`config.mk`:
```
export PLATFORM = sky130hd
export DESIGN_NAME = reduce_acc_r
export DESIGN_NICKNAME = d
export VERILOG_FILES = /design/src/rtl/reduce_pkg.sv /design/src/rtl/reduce_level_r.sv /design/src/rtl/reduce_acc_r.sv
export SDC_FILE = /design/constraint.sdc
export NUM_CORES = 1
export LEC_CHECK = 0
export CORE_UTILIZATION = 38
export CTS_CLUSTER_DIAMETER = 120
export DETAILED_ROUTE_END_ITERATION = 7
export PLACE_DENSITY = 0.88
export SYNTH_ARGS = -nofsm -noshare
export SYNTH_HDL_FRONTEND = slang
export SYNTH_SLANG_ARGS = --single-unit
```
`constraint.sdc`:
```
create_clock -name clk -period 1.1 [get_ports clk]
set_input_delay 0.11 -clock clk [delete_from_list [all_inputs] [get_ports clk]]
set_output_delay 0.11 -clock clk [all_outputs]
set_load 0.02 [all_outputs]
```
`src/rtl/reduce_pkg.sv`:
```
// Shared constants and elaboration-time helpers for the pipelined reduction engine.
// Covers the operator encodings, tree-shape arithmetic and the bitwise combine rule.
package reduce_pkg;

  localparam int unsigned REDUCE_XOR = 0;
  localparam int unsigned REDUCE_AND = 1;
  localparam int unsigned REDUCE_OR  = 2;

  // Upper bound on tree depth. LUT_SIZE >= 2, so 32 levels covers any 32-bit width.
  localparam int unsigned MAX_LEVELS = 32;

  // Number of output bits a level produces from in_width inputs.
  function automatic int unsigned reduce_level_width(input int unsigned in_width,
                                                     input int unsigned lut_size);
    return (in_width + lut_size - 1) / lut_size;
  endfunction

  // Smallest depth L >= 1 with lut_size**L >= width.
  function automatic int unsigned reduce_levels(input int unsigned width,
                                                input int unsigned lut_size);
    longint unsigned span;
    int unsigned     levels;
    span   = 64'(lut_size);
    levels = 1;
    for (int unsigned i = 0; i < MAX_LEVELS; i++) begin
      if (span < 64'(width)) begin
        span   = span * 64'(lut_size);
        levels = levels + 1;
      end
    end
    return levels;
  endfunction

  // Input width seen by tree level `level` (level 0 sees the full channel).
  function automatic int unsigned reduce_width_at(input int unsigned width,
                                                  input int unsigned lut_size,
                                                  input int unsigned level);
    int unsigned w;
    w = width;
    for (int unsigned i = 0; i < MAX_LEVELS; i++) begin
      if (i < level) begin
        w = reduce_level_width(w, lut_size);
      end
    end
    return w;
  endfunction

  function automatic logic reduce_identity(input int unsigned op);
    return (op == REDUCE_AND);
  endfunction

  function automatic logic reduce_combine(input int unsigned op, input logic a, input logic b);
    logic r;
    case (op)
      REDUCE_AND: r = a & b;
      REDUCE_OR:  r = a | b;
      default:    r = a ^ b;
    endcase
    return r;
  endfunction

endpackage

```
`src/rtl/reduce_level_r.sv`:
```
// One registered level of the reduction tree: pads the input to whole LUT groups
// with the operator identity, reduces each group and registers one bit per group.
module reduce_level_r
  import reduce_pkg::*;
#(
  parameter int unsigned IN_WIDTH    = 20,
  parameter int unsigned LUT_SIZE    = 6,
  parameter int unsigned OP          = REDUCE_XOR,
  parameter int unsigned TARGET_CHIP = 2,
  localparam int unsigned NUM_OUT    = reduce_level_width(IN_WIDTH, LUT_SIZE)
) (
  input  logic                clk,
  input  logic [IN_WIDTH-1:0] din,
  output logic [NUM_OUT-1:0]  dout
);

  localparam int unsigned PAD_W = NUM_OUT * LUT_SIZE;
  localparam logic        IDENT = reduce_identity(OP);

  // Only the generic LUT mapping exists; reject device codes outside the known range.
  if (TARGET_CHIP > 255) begin : g_bad_chip
    $error("reduce_level_r: unsupported TARGET_CHIP");
  end

  logic [PAD_W-1:0]   padded;
  logic [NUM_OUT-1:0] dout_d;
  logic [NUM_OUT-1:0] dout_q;

  always_comb begin
    padded                 = {PAD_W{IDENT}};
    padded[IN_WIDTH-1:0]   = din;
    dout_d                 = '0;
    for (int unsigned g = 0; g < NUM_OUT; g++) begin
      dout_d[g] = IDENT;
      for (int unsigned k = 0; k < LUT_SIZE; k++) begin
        dout_d[g] = reduce_combine(OP, dout_d[g], padded[g*LUT_SIZE+k]);
      end
    end
  end

  // Data-only register; validity is tracked by the parent's flag pipe.
  always_ff @(posedge clk) begin
    dout_q <= dout_d;
  end

  assign dout = dout_q;

endmodule

```
`src/rtl/reduce_acc_r.sv`:
```
// Multi-channel pipelined bitwise reduction (XOR/AND/OR) with an optional
// per-channel accumulator that folds beats into one result per din_last-delimited packet.
module reduce_acc_r
  import reduce_pkg::*;
#(
  parameter int unsigned WIDTH       = 20,
  parameter int unsigned NUM_CH      = 4,
  parameter int unsigned LUT_SIZE    = 6,
  parameter int unsigned OP          = REDUCE_XOR,
  parameter int unsigned ACCUM       = 1,
  parameter int unsigned TARGET_CHIP = 2
) (
  input  logic                    clk,
  input  logic                    sclr,
  input  logic [NUM_CH*WIDTH-1:0] din,
  input  logic                    din_valid,
  input  logic                    din_last,
  output logic [NUM_CH-1:0]       dout,
  output logic                    dout_valid
);

  localparam int unsigned LEVELS = reduce_levels(WIDTH, LUT_SIZE);
  localparam logic        IDENT  = reduce_identity(OP);

  if (OP > REDUCE_OR) begin : g_bad_op
    $error("reduce_acc_r: OP must be 0 (XOR), 1 (AND) or 2 (OR)");
  end
  if (LUT_SIZE < 2 || LUT_SIZE > 6) begin : g_bad_lut
    $error("reduce_acc_r: LUT_SIZE must be in 2..6");
  end
  if (WIDTH < 1) begin : g_bad_width
    $error("reduce_acc_r: WIDTH must be at least 1");
  end

  logic [NUM_CH-1:0] tree_res;

  for (genvar c = 0; c < NUM_CH; c++) begin : g_ch
    for (genvar l = 0; l < LEVELS; l++) begin : g_lvl
      localparam int unsigned IN_W  = reduce_width_at(WIDTH, LUT_SIZE, l);
      localparam int unsigned OUT_W = reduce_level_width(IN_W, LUT_SIZE);

      logic [IN_W-1:0]  lvl_in;
      logic [OUT_W-1:0] lvl_out;

      if (l == 0) begin : g_first
        assign lvl_in = din[c*WIDTH +: WIDTH];
      end else begin : g_next
        assign lvl_in = g_lvl[l-1].lvl_out;
      end

      reduce_level_r #(
        .IN_WIDTH    (IN_W),
        .LUT_SIZE    (LUT_SIZE),
        .OP          (OP),
        .TARGET_CHIP (TARGET_CHIP)
      ) u_level (
        .clk  (clk),
        .din  (lvl_in),
        .dout (lvl_out)
      );
    end

    // The final level always narrows to a single bit.
    assign tree_res[c] = g_lvl[LEVELS-1].lvl_out[0];
  end

  // Flag pipe runs in lockstep with the tree levels.
  logic [LEVELS-1:0] vld_d, vld_q;
  logic [LEVELS-1:0] last_d, last_q;
  logic              beat_valid;
  logic              beat_last;

  logic [NUM_CH-1:0] acc_d, acc_q;
  logic [NUM_CH-1:0] acc_next;
  logic [NUM_CH-1:0] dout_d, dout_q;
  logic              dout_valid_d, dout_valid_q;

  assign beat_valid = vld_q[LEVELS-1];
  assign beat_last  = last_q[LEVELS-1];

  always_comb begin
    vld_d  = (vld_q << 1) | LEVELS'(din_valid);
    last_d = (last_q << 1) | LEVELS'(din_valid & din_last);
  end

  always_comb begin
    acc_d        = acc_q;
    dout_d       = dout_q;
    dout_valid_d = 1'b0;
    acc_next     = '0;
    for (int unsigned c = 0; c < NUM_CH; c++) begin
      acc_next[c] = reduce_combine(OP, acc_q[c], tree_res[c]);
    end
    if (ACCUM == 0) begin
      acc_d = {NUM_CH{IDENT}};
      if (beat_valid) begin
        dout_d       = tree_res;
        dout_valid_d = 1'b1;
      end
    end else if (beat_valid) begin
      if (beat_last) begin
        // Re-arm in the same cycle so the next packet can follow immediately.
        dout_d       = acc_next;
        dout_valid_d = 1'b1;
        acc_d        = {NUM_CH{IDENT}};
      end else begin
        acc_d = acc_next;
      end
    end
  end

  always_ff @(posedge clk) begin
    if (sclr) begin
      vld_q        <= '0;
      last_q       <= '0;
      acc_q        <= {NUM_CH{IDENT}};
      dout_q       <= '0;
      dout_valid_q <= 1'b0;
    end else begin
      vld_q        <= vld_d;
      last_q       <= last_d;
      acc_q        <= acc_d;
      dout_q       <= dout_d;
      dout_valid_q <= dout_valid_d;
    end
  end

  assign dout       = dout_q;
  assign dout_valid = dout_valid_q;

endmodule

```
==> qor.txt <==
Status -> completed
Worst R2R Setup Slack -> 150 ps
Cell Area, Placed -> 2517 sq um
Slowest CP cell -> dfxtp_1
Clock Pin Slew Worst Setup and Hold Paths -> 60 ps
Mapped Cells -> 150
RSZ-0062 raised after global routing -> false
WL per Instance -> 9.332 um
# DRC -> 0
Multiplexer area fraction after synthesis -> 0%
Synth warnings -> 0
Num CTS Buffers -> 5
Cell Rows -> 23
WL final -> 2.753 mm
XOR/XNOR Fraction of Synth Area -> 44.52%
Sequential area share after synthesis -> 41.97%
IO Port Bufs -> 88
First-pass GRT wire length -> 4.491 mm
First-pass detailed-route iteration total -> 4
Count of final hold-check violations -> 0
Vias per cell -> 4.319
Endpoint type of the worst setup path -> output pin
Width of the die -> 66.36 um
Setup TNS -> 0 ps
Core Region -> 4000 sq um
Max VDD drop -> 0.6635 mV
Initial antenna violation count -> 0
Synth cell types -> 15
Critical path type -> flop to output pin
CP Launch Type -> flop
Worst-path maximum fanout -> 2
TritonCTS Sinks -> 33
Fmax achieved -> 0.9644 GHz
Vias -> 1274
Final #Nets -> 329
Final setup viols -> 0
Post-Layout Cell Count -> 295
Slew at the pin with the worst max-slew slack -> 286.4 ps
CTS tree -> yes
Iteration-0 DRC Markers -> 49
#FFs+latches synth -> 33
Tmin final -> 1037 ps
Worst Path Required -> 990 ps
Hold_buf cts -> 0
Tot GR Track Use -> 14.17%
Slew headroom -> 80.65%
Final worst-path cycle share -> 94.27%
Reg2reg path depth -> 3
Fraction of the mapped netlist area in adder cells -> 0%
Tot Pwr -> 3543 uW
Post-Synth Simple-Gate Area -> 8.267%
CTS root buffer -> clkbuf_8
R2r startpoint -> last_q[1]
Final instance area -> 2604 sq um
Worst r2r dst -> acc_q[0]
Top Ports -> 89
Syn Nets -> 234
FILL cells -> 327
Crit path DAT -> 930 ps
RePlAce Congestion -> 0.6630
Number of antenna-violating nets in the routed design -> 0
Pwr dens -> 1361 nW/um^2
Cells along the critical path -> dlygate4sd2_1
Post-CTS Setup Inserts -> 0
Share of post-route cells with drive strength above 1 -> 5.714%
Setup crit start -> dout[3]
HP Class -> primary input to flop
Compound-Gate Fraction of Synth Area -> 3.816%
Critical path depth in cells -> 1
Cell family with most CP delay -> flip-flops
Die area -> 4404 sq um
Leak -> 0.0009704 uW
Largest family of logic cells by synthesized area -> XOR/XNOR gates
Mapped Area -> 1574 sq um
Layout Utilization -> 65.09%
CP peak stage delay -> 330 ps
Hpwl dp -> 2.304 mm
Max cap viols -> 0
Avg Cell Area, Syn -> 10.49 sq um
Largest net degree at the start of global routing -> 12
Vias in the first global route -> 1181
Depth of the CTS H-tree -> 2
Fin. max-slew vios -> 0
DP Cell Count -> 288
Buf+Inv Stages, Crit Path -> 1
Skew-Pair Late Insertion Delay -> 280 ps
N_diodes -> 0
Clock buffer depth -> 2
Setup crit end -> dout[3]
Total grt overflow -> 0
Post-Route Skew -> 6.084 ps
DIE HEIGHT -> 66.36 um
Starting Density -> 39.35%
Area growth syn-to-layout -> 65.42%
==> what timing repair did <==
item	CTS	global route
gates resized for setup	5	5
endpoints found under the setup margin	5	9
endpoints found under the hold margin	0	0
==> how the worst min path moves through the flow <==
stage | startpoint | endpoint | slack (ps) | cells past startpoint
2_1_floorplan | sclr | last_q[1] | 180 | 1
3_3_place_gp | last_q[0] | last_q[1] | 420 | 1
3_5_place_dp | vld_q[0] | vld_q[1] | 430 | 1
4_1_cts | din_valid | vld_q[0] | 390 | 2
5_1_grt | din_last | last_q[0] | 400 | 2
6_report | din_valid | vld_q[0] | 400 | 2
==> routing by layer <==
metal | routed length [um] | global-route usage, % | vias up | share of wire, %
met5 | 0 | 0 | - | 0
met4 | 68 | 9.574 | 0 | 2.5
met1 | 1010 | 13.22 | 558 | 37
li1 | - | - | 659 | -
met2 | 1503 | 26.15 | 53 | 55
met3 | 171 | 4.310 | 4 | 6.2
==> flip-flops by register name, summed over array words and instances, names as in the netlist <==
signal / count
g_ch.g_lvl.u_level.dout: 20
acc_q: 4
dout_valid: 1
vld_q: 2
dout: 4
last_q: 2
==> where the power goes <==
part	internal, uW	leakage [uW]	switching, uW
sequential	1460	0.000275	145
clock	496	0.0000443	394
combinational	717	0.000651	327
==> layout by cell type (no fill, tap or decap), drive strengths merged <==
cell type	instances
nand2	1
a21oi	8
dfxtp	33
o21ai	4
clkdlybuf4s15	3
nor2	9
and2	1
xnor2	56
clkbuf	7
nor3	4
buf	3
nor4bb	1
dlygate4sd2	2
clkdlybuf4s50	83
xor2	24
and4bb	3
nor2b	3
==> area by class of cell <==
class / count / area [sq um] / area share (%)
multi-input cells: 114 / 890.9 / 34.21
repair buffers: 91 / 900.9 / 34.60
clock buffers: 7 / 86.33 / 3.316
flip-flops and latches: 33 / 663.1 / 25.47
well taps: 50 / 62.56 / 2.403
==> metrics by stage <==
stage / setup WS [ps] / hold WS (ps)
final: 63.03 / 395.4
after floorplan: 241.6 / 181.6
after global routing: 9.347 / 400.1
after CTS: 41.43 / 388.1
after global placement: 13.18 / 423.3
after detailed placement: -26.03 / 430.8
==> cells in the mapped netlist, drive strengths merged <==
master	instances	area, sq um
nand2	1	3.750
nor4bb	1	10.01
nor2	9	33.78
dfxtp	33	660.6
buf	2	18.77
xnor2	56	490.5
and4bb	3	37.54
and2	1	6.260
clkbuf	1	3.750
o21ai	4	20.02
a21oi	8	40.04
nor2b	3	18.77
nor3	4	20.02
xor2	24	210.2
==> cell families after synthesis <==
group                  Yosys count
AO/OA/AOI/OAI                   12
XOR/XNOR                        80
buffers and inverters            3
flip-flops                      33
AND/OR/NAND/NOR                 22
Power figures use the tool's default switching activity.
